## config.mk

```make
export PLATFORM = sky130hd
export DESIGN_NAME = cache_mem_master
export DESIGN_NICKNAME = d
export VERILOG_FILES = /design/src/rtl/cache_mem_master.sv
export SDC_FILE = /design/constraint.sdc
export NUM_CORES = 1
export LEC_CHECK = 0
export ABC_AREA = 1
export BUFFER_PORTS_ARGS = -buffer_cell sky130_fd_sc_hd__buf_4
export CAP_MARGIN = 5
export CORE_ASPECT_RATIO = 1.5
export CORE_MARGIN = 2
export CORE_UTILIZATION = 46
export DETAILED_ROUTE_END_ITERATION = 7
export HOLD_SLACK_MARGIN = 0.02
export PLACE_DENSITY_LB_ADDON = 0.1
export SETUP_SLACK_MARGIN = 0.15
export SLEW_MARGIN = 10
export SYNTH_ARGS = -nofsm -noshare
export SYNTH_HDL_FRONTEND = slang
export SYNTH_SLANG_ARGS = --single-unit
```

## constraint.sdc

```tcl
create_clock -name clk -period 3.1 [get_ports clk]
set_input_delay 0.465 -clock clk [delete_from_list [all_inputs] [get_ports clk]]
set_output_delay 0.465 -clock clk [all_outputs]
set_load 0.01 [all_outputs]
```

## src/rtl/cache_mem_master.sv

```systemverilog
// Block-transfer master: moves one 4-word cache block per request over the
// main-memory word handshake and returns a single 128-bit response.
module cache_mem_master #(
  parameter int unsigned TIMEOUT_CYCLES = 64
) (
  input  logic         clk,
  input  logic         rst_n,
  input  logic         i_req_valid,
  output logic         o_req_ready,
  input  logic [1:0]   i_req_op,
  input  logic [9:0]   i_req_addr,
  input  logic [9:0]   i_req_wb_addr,
  input  logic [127:0] i_req_wdata,
  output logic         o_resp_valid,
  output logic         o_resp_err,
  output logic [127:0] o_resp_rdata,
  output logic         o_mem_read_or_write,
  output logic [9:0]   o_mem_address,
  output logic [31:0]  o_mem_write_data,
  input  logic         i_mem_done,
  input  logic [31:0]  i_mem_read_data
);

  localparam int unsigned ADDR_W = 10;
  localparam int unsigned WORD_W = 32;
  localparam int unsigned BLK_W  = 128;
  localparam int unsigned BLKA_W = 6;
  localparam int unsigned BEAT_W = 2;
  localparam int unsigned TCNT_W = $clog2(TIMEOUT_CYCLES + 1);

  localparam logic [1:0] OP_FILL = 2'b00;
  localparam logic [1:0] OP_WB   = 2'b01;
  localparam logic [1:0] OP_WBF  = 2'b10;

  typedef enum logic [1:0] {
    S_IDLE,
    S_WB,
    S_RD,
    S_RESP
  } state_t;

  state_t              r_state;
  state_t              w_state_nxt;
  logic [BEAT_W-1:0]   r_beat;
  logic [BEAT_W-1:0]   w_beat_nxt;
  logic [TCNT_W-1:0]   r_tcnt;
  logic [TCNT_W-1:0]   w_tcnt_nxt;
  logic                r_err;
  logic                w_err_nxt;
  logic [1:0]          r_op;
  logic [BLKA_W-1:0]   r_fill_blk;
  logic [BLKA_W-1:0]   r_wb_blk;
  logic [BLK_W-1:0]    r_wdata;
  logic [BLK_W-1:0]    r_rbuf;
  logic [BLK_W-1:0]    w_rd_block;
  logic                w_accept;
  logic                w_capture;
  logic                w_commit;

  logic [1:0]          r_sync;
  logic                r_done_prev;
  logic                w_done_edge;

  logic                r_req_ready;
  logic                r_resp_valid;
  logic                r_resp_err;
  logic [BLK_W-1:0]    r_resp_rdata;
  logic                r_mem_rw;
  logic [ADDR_W-1:0]   r_mem_addr;
  logic [WORD_W-1:0]   r_mem_wdata;

  logic                w_unused;
  assign w_unused = ^{i_req_addr[3:0], i_req_wb_addr[3:0]};

  assign w_done_edge = r_sync[1] & ~r_done_prev;

  // mem_done crosses in through two flops; a third flop gives the rising edge
  always_ff @(posedge clk or negedge rst_n) begin
    if (!rst_n) begin
      r_sync      <= 2'b00;
      r_done_prev <= 1'b0;
    end else begin
      r_sync      <= {r_sync[0], i_mem_done};
      r_done_prev <= r_sync[1];
    end
  end

  always_ff @(posedge clk or negedge rst_n) begin
    if (!rst_n) begin
      r_state <= S_IDLE;
    end else begin
      r_state <= w_state_nxt;
    end
  end

  always_comb begin
    w_state_nxt = r_state;
    w_beat_nxt  = r_beat;
    w_tcnt_nxt  = r_tcnt;
    w_err_nxt   = r_err;
    w_accept    = 1'b0;
    w_capture   = 1'b0;
    w_commit    = 1'b0;
    w_rd_block  = r_rbuf;
    w_rd_block[{r_beat, 5'd0} +: WORD_W] = i_mem_read_data;

    unique case (r_state)
      S_IDLE: begin
        if (i_req_valid) begin
          w_accept   = 1'b1;
          w_beat_nxt = '0;
          w_tcnt_nxt = '0;
          w_err_nxt  = 1'b0;
          unique case (i_req_op)
            OP_FILL:       w_state_nxt = S_RD;
            OP_WB, OP_WBF: w_state_nxt = S_WB;
            default: begin
              w_state_nxt = S_RESP;
              w_err_nxt   = 1'b1;
            end
          endcase
        end
      end
      S_WB, S_RD: begin
        if (w_done_edge) begin
          w_tcnt_nxt = '0;
          w_beat_nxt = r_beat + BEAT_W'(1);
          w_capture  = (r_state == S_RD);
          if (r_beat == BEAT_W'(3)) begin
            if (r_state == S_RD) begin
              w_commit    = 1'b1;
              w_state_nxt = S_RESP;
            end else begin
              w_state_nxt = (r_op == OP_WBF) ? S_RD : S_RESP;
            end
          end
        end else if (r_tcnt == TCNT_W'(TIMEOUT_CYCLES - 1)) begin
          w_state_nxt = S_RESP;
          w_err_nxt   = 1'b1;
        end else begin
          w_tcnt_nxt = r_tcnt + TCNT_W'(1);
        end
      end
      S_RESP: begin
        w_state_nxt = S_IDLE;
      end
      default: begin
        w_state_nxt = S_IDLE;
      end
    endcase
  end

  // Datapath and registered outputs
  always_ff @(posedge clk or negedge rst_n) begin
    if (!rst_n) begin
      r_beat       <= '0;
      r_tcnt       <= '0;
      r_err        <= 1'b0;
      r_op         <= OP_FILL;
      r_fill_blk   <= '0;
      r_wb_blk     <= '0;
      r_wdata      <= '0;
      r_rbuf       <= '0;
      r_req_ready  <= 1'b1;
      r_resp_valid <= 1'b0;
      r_resp_err   <= 1'b0;
      r_resp_rdata <= '0;
      r_mem_rw     <= 1'b0;
      r_mem_addr   <= '0;
      r_mem_wdata  <= '0;
    end else begin
      r_beat       <= w_beat_nxt;
      r_tcnt       <= w_tcnt_nxt;
      r_err        <= w_err_nxt;
      r_req_ready  <= (w_state_nxt == S_IDLE);
      r_resp_valid <= (w_state_nxt == S_RESP);
      r_resp_err   <= (w_state_nxt == S_RESP) & w_err_nxt;
      if (w_accept) begin
        r_op       <= i_req_op;
        r_fill_blk <= i_req_addr[ADDR_W-1:4];
        r_wb_blk   <= i_req_wb_addr[ADDR_W-1:4];
        r_wdata    <= i_req_wdata;
      end
      if (w_capture) begin
        r_rbuf <= w_rd_block;
      end
      if (w_commit) begin
        r_resp_rdata <= w_rd_block;
      end
      // Memory pins only move inside a transfer; IDLE/RESP hold the last beat
      unique case (r_state)
        S_WB: begin
          r_mem_rw    <= 1'b1;
          r_mem_addr  <= {r_wb_blk, r_beat, 2'b00};
          r_mem_wdata <= r_wdata[{r_beat, 5'd0} +: WORD_W];
        end
        S_RD: begin
          r_mem_rw   <= 1'b0;
          r_mem_addr <= {r_fill_blk, r_beat, 2'b00};
        end
        default: begin
        end
      endcase
    end
  end

  assign o_req_ready         = r_req_ready;
  assign o_resp_valid        = r_resp_valid;
  assign o_resp_err          = r_resp_err;
  assign o_resp_rdata        = r_resp_rdata;
  assign o_mem_read_or_write = r_mem_rw;
  assign o_mem_address       = r_mem_addr;
  assign o_mem_write_data    = r_mem_wdata;

endmodule
```

# After elaboration in Yosys (flattened, before gate mapping)

Cells that the tools add are included.
W data, S select, Z words.

Bits in registers: 459
Latch bits: 0
RAM bits: 0
ROM bits: 0
Word-level logic and storage cells: 80
Memories: 0

Add/sub/neg operators: 3
Multipliers: 0
Div/mod/pow operators: 0
Magnitude comparators: 0
Eq/ne operators: 12
Shift-type cells: 3
Muxes and demuxes: 31
Bitwise operators: 3
Reduce and logical (&&, ||, !) cells: 10

Operators with widths:

| operator                   | number |
|---|---|
| $bwmux W128                | 1 |
| $shift A32 B9 Y128 const A | 1 |
| $shiftx A128 B8 Y32        | 1 |
| $shiftx A32 B9 Y128        | 1 |
| $mux W7                    | 3 |
| $pmux W10 S2               | 1 |
| $mux W1                    | 14 |
| $pmux W7 S2                | 1 |
| $eq A2 B2 Y1 const B       | 6 |
| $mux W2                    | 6 |
| $neg A7 Y9                 | 1 |
| $pmux W2 S2                | 2 |
| $add A7 B1 Y7 const B      | 1 |
| $eq A7 B6 Y1 const B       | 1 |
| $logic_not A2 Y1           | 3 |
| $pmux W2 S3                | 1 |
| $reduce_and A3 Y1          | 2 |
| $eq A2 B1 Y1 const B       | 2 |
| $ne A2 B2 Y1 const B       | 2 |
| $pmux W1 S2                | 2 |
| $reduce_bool A2 Y1         | 2 |
| $reduce_or A2 Y1           | 2 |
| $ne A3 B3 Y1 const B       | 1 |
| $reduce_or A3 Y1           | 1 |
| 3 further kinds            | 4 |

# Longest topological paths before layout

Gate-level depths: netlist (run 1).

Depth after elaboration: 8
Gate-level depth with buffers: 13

# Least setup slack after synthesis (run 1)

No wires, ideal clock.

Path type: register -> register
From: register r_beat[1]
To: register r_resp_rdata[110], in the netlist o_resp_rdata[110]
Setup time: 117 ps
Data arrival time: 2217 ps
Slack: 766 ps
Stages on the path, launching flop included: 12
Buffers on the path: 4
Period minus slack after synthesis: 2334 ps
Path through: dfrtp_1 > clkbuf_1 > clkinv_1 > clkbuf_1 > ha_1 > inv_1 > nand2_1 > clkbuf_1 > clkbuf_1 > nor2_1 > nand2_1 > nand2_1

Cells in the longest elaborated chain, start to end: 4
Elaborated cells on any way between the ends: 8

Ends and longest elaborated chain:

| item                                                               | line | text |
|---|---|---|
| start, declared                                                    | 44   | `logic [BEAT_W-1:0] r_beat;` |
| start signal, assigned                                             | 172  | `r_beat <= w_beat_nxt;` |
| parallel branches: the longest is 4 deep, another holds $neg A7 Y9 | --   |  |
| end signal, assigned                                               | 188  | `r_resp_rdata <= w_rd_block;` |
| end, declared                                                      | 67   | `logic [BLK_W-1:0] r_resp_rdata;` |

Parallel ways; which one is timed is not known.
A chain may end at the register's enable or synchronous reset.

# Worst setup path after layout (run 1)

From: register r_state[0]
To: register r_resp_rdata[40], in the netlist o_resp_rdata[40]

Cells in the longest elaborated chain, start to end: 5
Elaborated cells on any way between the ends: 7

Ends and longest elaborated chain:

| item                   | line     | text |
|---|---|---|
| start, declared        | 42       | `state_t r_state;` |
| start signal, assigned | 92       | `r_state <= w_state_nxt;` |
| $eq A2 B2 Y1           | 107, 130 |  |
| $mux W1                | 130      | `if (r_state == S_RD) begin` |
| $mux W1                | 129      | `if (r_beat == BEAT_W'(3)) begin` |
| $mux W1                | 125      | `if (w_done_edge) begin` |
| $mux W1 (*)            | 107      | `unique case (r_state)` |

Every way passes the cells marked *; elsewhere a longest branch is shown, timed or not.

==> impl_metrics.tcl, run 1 <==
set metrics [dict create \
    setup-violations-final 0 \
    max_cap_viol_count 0 \
    final_cells 3075 \
    syn_area_um2 18520 \
    layout_common_cells "nand2_1 (876), dfrtp_1 (424), buf_4 (374)" \
    yosysWarnings 0 \
    wl_um 52660 \
    fin_area_um2 22930 \
    clock-sinks 426 \
    tns_ns 0 \
    pwr-share-comb_pct 38.6 \
    peakVddDrop_uv 630.3 \
    layout_commonest_cell "nand2_1" \
    relSlewSlack_pct 35.41 \
    placed_area_um2 21510 \
    placeableCoreArea_um2 39980 \
    fin_hold_ws_ns 0.1119 \
    placed_cells 2999 \
    power_frac_seq_pct 39.3 \
    grt_pass1_vias 15630 \
    slew_violations 0 \
    yosysTopAreaCellShare_pct 57.44 \
    overflow 0 \
    ys_ff_latch 426 \
    ios 360 \
    fp.dieW_um 167.8 \
    dr.first_iter.drc_count 1199 \
    final_nets 2737 \
    p_sw_mw 8.876 \
    cts_tree "built" \
    hold_path.class "input pin to register" \
    drc 0 \
    cts_buffer_depth 3 \
    fin_worst_skew_ns 0.01025 \
    io_buffers 349 \
    fin_crit_ns 2.439 \
    dr_total_vias 15710 \
    pwr-share-clk_pct 22.1 \
    fmax_mhz 409.9 \
    place_ws_ns 0.7073 \
    rsz0062_at_grt "no" \
    status "finished, final reports clean" \
    ant_nets 0 \
    dr.pass1.iters 5 \
    n_antenna_cell 0 \
    switching_share_pct 38.02 \
    synthTopCellsByArea "dfrtp_1 (57%), nand2_1 (18%), o21ai_0 (6.3%), inv_1 (3.8%), o22ai_1 (3.3%)" \
    cts_max_level 2 \
    worstMarginPinSlew_ns 0.9665 \
    worstPathMaxFanout 66 \
    antenna_found_initial 1 \
    cts_buffers 42 \
    wl_per_cell_um 17.12 \
    period_share_pct 78.69 \
    crit_path_end_kind "register" \
    start_util_pct 46.32 \
    arrival_ns 2.91 \
    gp_congestion 0.8054 \
    grt_first_pass_wirelength_um 84980 \
    power_leakage_nw 11.15 \
    synth_cell_types 26 \
    setup.worst_path.start_class "register" \
    clk_latency_ns 0.54 \
    rows 90 \
    grtUsageTotal_pct 25.37 \
    hold_viol 0 \
    p_per_area_nw_per_um2 1018 \
    syn2layout_area_growth_pct 23.83 \
    critPathKind "register to register" \
    die_area_um2 41900 \
    cts_root_buf "clkbuf_16" \
    syn_inst 2258 \
    routed_via_density 5.109 \
    dpl.hpwl_um 35130 \
    worstPathRequired_ns 3.57 \
    finalWorstSetupSlack_ns 0.6605 \
    drive_above_1_share_pct 18.37 \
    grt_max_degree 212 \
    ys_seq_area_share_pct 57.58 \
    clkTransAtPathRegs_ns 0.07 \
    die_h_um 249.7 \
    p_int_mw 14.47 \
    syn_area_per_cell_um2 8.200 \
    synth_top_cell_by_area "dfrtp_1" \
]
synth_stat cells (all sizes together):
cell type and count:
nand3 39, a21oi 36, o22ai 97, inv 191, dfrtp 425, conb 1, o21ai 232, o21a 3
o211ai 1, clkbuf 102, o21bai 1, nand2 877, nor2 141, or2 14, nand4 2, a31oi 33
clkinv 2, dfstp 1, buf 47, ha 12, xnor2 1
cells by family (layout without fill, tap and decap cells):
kind of cell	count (synthesis)	after routing	synth area share [%]
AND/OR/NAND/NOR	1073	1073	22.31
buffers and inverters	342	652	7.386
adder cells (fa/ha/maj)	12	12	0.8109
other	1	2	0.02025
flip-flops	426	426	57.58
XOR/XNOR	1	1	0.04731
AO/OA/AOI/OAI	403	403	11.84
repair_timing:
item | CTS | global route
buffers inserted | 0 | 0
hold buffers | 2 | 0
resized for setup | 0 | 0
endpoints found under the hold margin | 68 | 0
through the flow:
stage / utilization (%) / total power [mW]
after detailed placement: 53.81 / 18.32
after floorplan: - / 14.54
after global placement: 53.81 / 18.06
after CTS: 57.36 / 23.56
after global routing: 57.36 / 25.15
final: 57.36 / 23.35
critical path, stage by stage, from the launching register on:
cell     delay (ns)
dfrtp_1        0.43
inv_1          0.11
ha_1           0.38
nand2_1        0.19
nor2_4         0.18
inv_2          0.06
nor2_4         0.12
buf_4          0.64
nand2_1        0.13
nand2_1        0.11
power by group through the flow:
stage	clock [mW]	combinational, mW	sequential (mW)
final	5.16	9.02	9.17
after global routing	5.48	10.2	9.43
after CTS	5.26	9.13	9.17
after detailed placement	0	9.08	9.24
after global placement	0	8.89	9.17
after floorplan	0	5.19	9.35
area by class of cell:
type / instances / area (um2)
Clock inverter: 8 / 72.57
Timing Repair Buffer: 385 / 3003
Multi-Input combinational cell: 1491 / 6500
Inverter: 193 / 729.5
Sequential cell: 426 / 10670
Fill cell: 3697 / 17050
Clock buffer: 66 / 1325
Tap cell: 506 / 633.1
state kept, by name, indices dropped and copies added, names as in the netlist, 6 cells and up:
signal	flops
r_wb_blk	6
o_resp_rdata	128
r_tcnt	7
r_rbuf	97
o_mem_write_data	32
r_wdata	128
o_mem_address	8
r_fill_blk	6
per-layer routing:
metal / global-route usage [%] / up-vias / routed length [um]
met5: 0 / - / 13
met4: 8.298 / 2 / 1653
met3: 6.438 / 82 / 4003
met2: 42.51 / 495 / 25670
met1: 32.20 / 7486 / 21320
li1: - / 7645 / -
worst paths after layout:
check	from	endpoint	slack, ns	cells past startpoint
setup / recovery	r_state[0]	o_resp_rdata[40]	0.66	9
hold / removal	i_req_wdata[96]	r_wdata[96]	0.11	3
setup reg to reg	r_state[0]	o_resp_rdata[40]	0.66	9
hold reg to reg	r_sync[1]	r_done_prev	0.41	0
max in group asynchronous	rst_n	o_req_ready	1.66	3
min in group asynchronous	rst_n	o_resp_rdata[74]	0.51	2
Note: power is estimated with default switching activity, not from simulation.
==> run 2: changes to the inputs <==
--- a/config.mk
+++ b/config.mk
@@ -5,7 +5,7 @@
 export SDC_FILE = /design/constraint.sdc
 export NUM_CORES = 1
 export LEC_CHECK = 0
-export ABC_AREA = 1
+export ABC_AREA = 0
 export BUFFER_PORTS_ARGS = -buffer_cell sky130_fd_sc_hd__buf_4
 export CAP_MARGIN = 5
 export CORE_ASPECT_RATIO = 1.5
==> constraint.sdc (replaced) <==
create_clock -name clk -period 2.2 [get_ports clk]
set_input_delay 0.33 -clock clk [delete_from_list [all_inputs] [get_ports clk]]
set_output_delay 0.33 -clock clk [all_outputs]
set_load 0.01 [all_outputs]
==> run 2 against run 1 <==
Net effect: utilization increased by 5.1 points; highest routed layer unchanged; clock skew up 0.0027 ns; critical endpoint is now r_tcnt[5]; final cell count decreased by 25%.
==> impl_metrics.tcl, run 2 <==
set metrics [dict create \
    status "finished, final reports clean" \
    worstMarginPinSlew_ns 0.6159 \
    final_nets 1988 \
    cts_root_buf "clkbuf_16" \
    fin_worst_skew_ns 0.01293 \
    worstPathRequired_ns 2.67 \
    synth_top_cell_by_area "dfrtp_1" \
    fmax_mhz 527.8 \
    drc 0 \
    synth_mux_area_share_pct 15.09 \
    synth_most_common_cell "dfrtp_1" \
    arrival_ns 2.36 \
    fin_crit_ns 1.895 \
    clkTransAtPathRegs_ns 0.06 \
    ant_nets 0 \
    rows 89 \
    synthTopCellsByCount "dfrtp_1 (424), nor2_1 (199), mux2_2 (174)" \
    tns_ns 0 \
    ios 360 \
    grt_pass1_vias 13620 \
    grtUsageTotal_pct 23.62 \
    slowest_stage "or4_1" \
    relSlewSlack_pct 58.94 \
    synthTopCellsByArea "dfrtp_1 (58%), mux2_2 (11%), a221oi_2 (7.4%), a22o_1 (5.5%), nor2_1 (4.1%)" \
    gp_congestion 0.7714 \
    drive_above_1_share_pct 43.90 \
    syn2layout_area_growth_pct 34.06 \
    synth_edf_count 0 \
    power_leakage_nw 11.63 \
    cts_buffer_depth 3 \
    cp_cell_sequence "inv_1 > ha_4 > buf_12 > mux2_4 > o41ai_4 > or4_1 > a21boi_1" \
    placed_cells 2100 \
    ys_seq_area_share_pct 58.26 \
    max_cap_viol_count 0 \
    place_ws_ns 0.06886 \
    critical-path-top-delay-family "simple AND/OR/NAND/NOR gates" \
    cts_buffers 42 \
    final_cells 2321 \
    worstPathMaxFanout 23 \
    dpl.hpwl_um 31180 \
    critical_path_buf_inv_count 2 \
    cts_max_level 2 \
    critPathKind "register to register" \
    die_area_um2 41330 \
    finalPower_mw 28.46 \
    start_util_pct 46.57 \
    slowest_delay_ns 0.43 \
    dr.first_iter.drc_count 879 \
    yosysWarnings 0 \
    crit_path_end_kind "register" \
    die_h_um 248.0 \
    wl_um 48930 \
    synth_compound_area_share_pct 14.61 \
    grt_first_pass_wirelength_um 77450 \
    p_per_area_nw_per_um2 1163 \
    yosys.area_share.adder_pct 0.8224 \
    slew_violations 0 \
    rsz0062_at_grt "no" \
    synth-simple-area-share_pct 6.778 \
    setup.worst_path.start_class "register" \
    syn_area_per_cell_um2 13.65 \
    hold_path.class "input pin to register" \
    placeableCoreArea_um2 39200 \
    period_share_pct 86.13 \
    synthArstFlopShare_pct 100.0 \
    nFillCells 3038 \
    dr_total_vias 12780 \
    hold_viol 0 \
    syn_area_um2 18260 \
    wl_per_cell_um 21.08 \
    layout_common_cells "dfrtp_1 (422), buf_4 (376), nor2_1 (199)" \
    dr.pass1.iters 5 \
    io_buffers 349 \
    clk_latency_ns 0.55 \
    synth_flop_cell "dfrtp_1" \
    synth_cell_types 53 \
    synth_top_family_by_area "multiplexers" \
    finalWorstSetupSlack_ns 0.3052 \
    yosysTopAreaCellShare_pct 58.12 \
    ys_ff_latch 425 \
    utilization_pct 62.44 \
    cts_tree "built" \
    fp.dieW_um 166.7 \
    clock-sinks 425 \
    routed_via_density 5.506 \
    synth-xor-area-share_pct 0 \
    setup-violations-final 0 \
    syn_inst 1337 \
    antenna_found_initial 2 \
    overflow 0 \
    layout_commonest_cell "dfrtp_1" \
    peakVddDrop_uv 969.1 \
    grt_max_degree 64 \
]
[run 2: cell type report]
class	count	area, um2	share of cell area [%]
clock buffer	52	1170	4.780
multi-input combinational	764	6922	28.28
inverter	12	50.05	0.2045
tap	500	625.6	2.556
antenna	1	2.502	0.01022
clock inverter	22	324.1	1.324
timing repair buffer	545	4742	19.38
sequential	425	10640	43.47
[run 2: cells by family (layout without fill, tap and decap cells)]
group / after synthesis / after routing
flip-flops: 425 / 425
AND/OR/NAND/NOR: 291 / 291
AO/OA/AOI/OAI: 246 / 246
multiplexers: 213 / 213
buffers and inverters: 149 / 631
adder cells (fa/ha/maj): 12 / 12
other: 1 / 3
[run 2: path summary, 6_finish.rpt]
path | slack (ns) | endpoint | cells past startpoint | from
setup / recovery | 0.31 | r_tcnt[5] | 7 | r_state[1]
hold reg to reg | 0.35 | r_sync[1] | 0 | r_sync[0]
setup reg to reg | 0.31 | r_tcnt[5] | 7 | r_state[1]
max in group asynchronous | 1.13 | r_wdata[112] | 3 | rst_n
hold / removal | 0.08 | o_resp_rdata[122] | 3 | i_mem_read_data[26]
min in group asynchronous | 0.34 | o_resp_rdata[75] | 2 | rst_n
[run 2: stage by stage]
stage          area, um2  hold WS [ns]
2_1_floorplan      18300       0.03441
3_3_place_gp       21450        0.3209
3_5_place_dp       21450        0.3212
4_1_cts            24370       0.05742
5_1_grt            24470       0.07768
6_report           24470       0.08369
[run 2: per-layer routing]
layer | routed length [um] | vias to the layer above | global-route usage [%]
li1 | - | 5767 | -
met1 | 19510 | 6531 | 29.60
met2 | 24930 | 402 | 40.86
met3 | 3190 | 77 | 5.597
met4 | 1288 | 2 | 7.175
met5 | 16 | - | 0
[run 2: where the power goes]
group / internal (mW) / switching, mW
Clock: 4.72 / 3.08
Sequential: 10.0 / 1.21
Combinational: 4.93 / 4.47
Total: 19.7 / 8.76
[run 2: worst register-to-register path, cell delays in order, from the launching register on]
cell      delay (ns)
dfrtp_1         0.35
inv_1           0.09
ha_4            0.29
buf_12          0.16
mux2_4          0.23
o41ai_4         0.13
or4_1           0.43
a21boi_1        0.15
[run 2: what timing repair did]
action,4_1_cts,5_1_grt
endpoints found under the setup margin,33,183
hold endpoints to repair,184,0
hold buffers,142,0
pin swaps,0,1
setup buffers,0,4
gates resized for setup,3,15
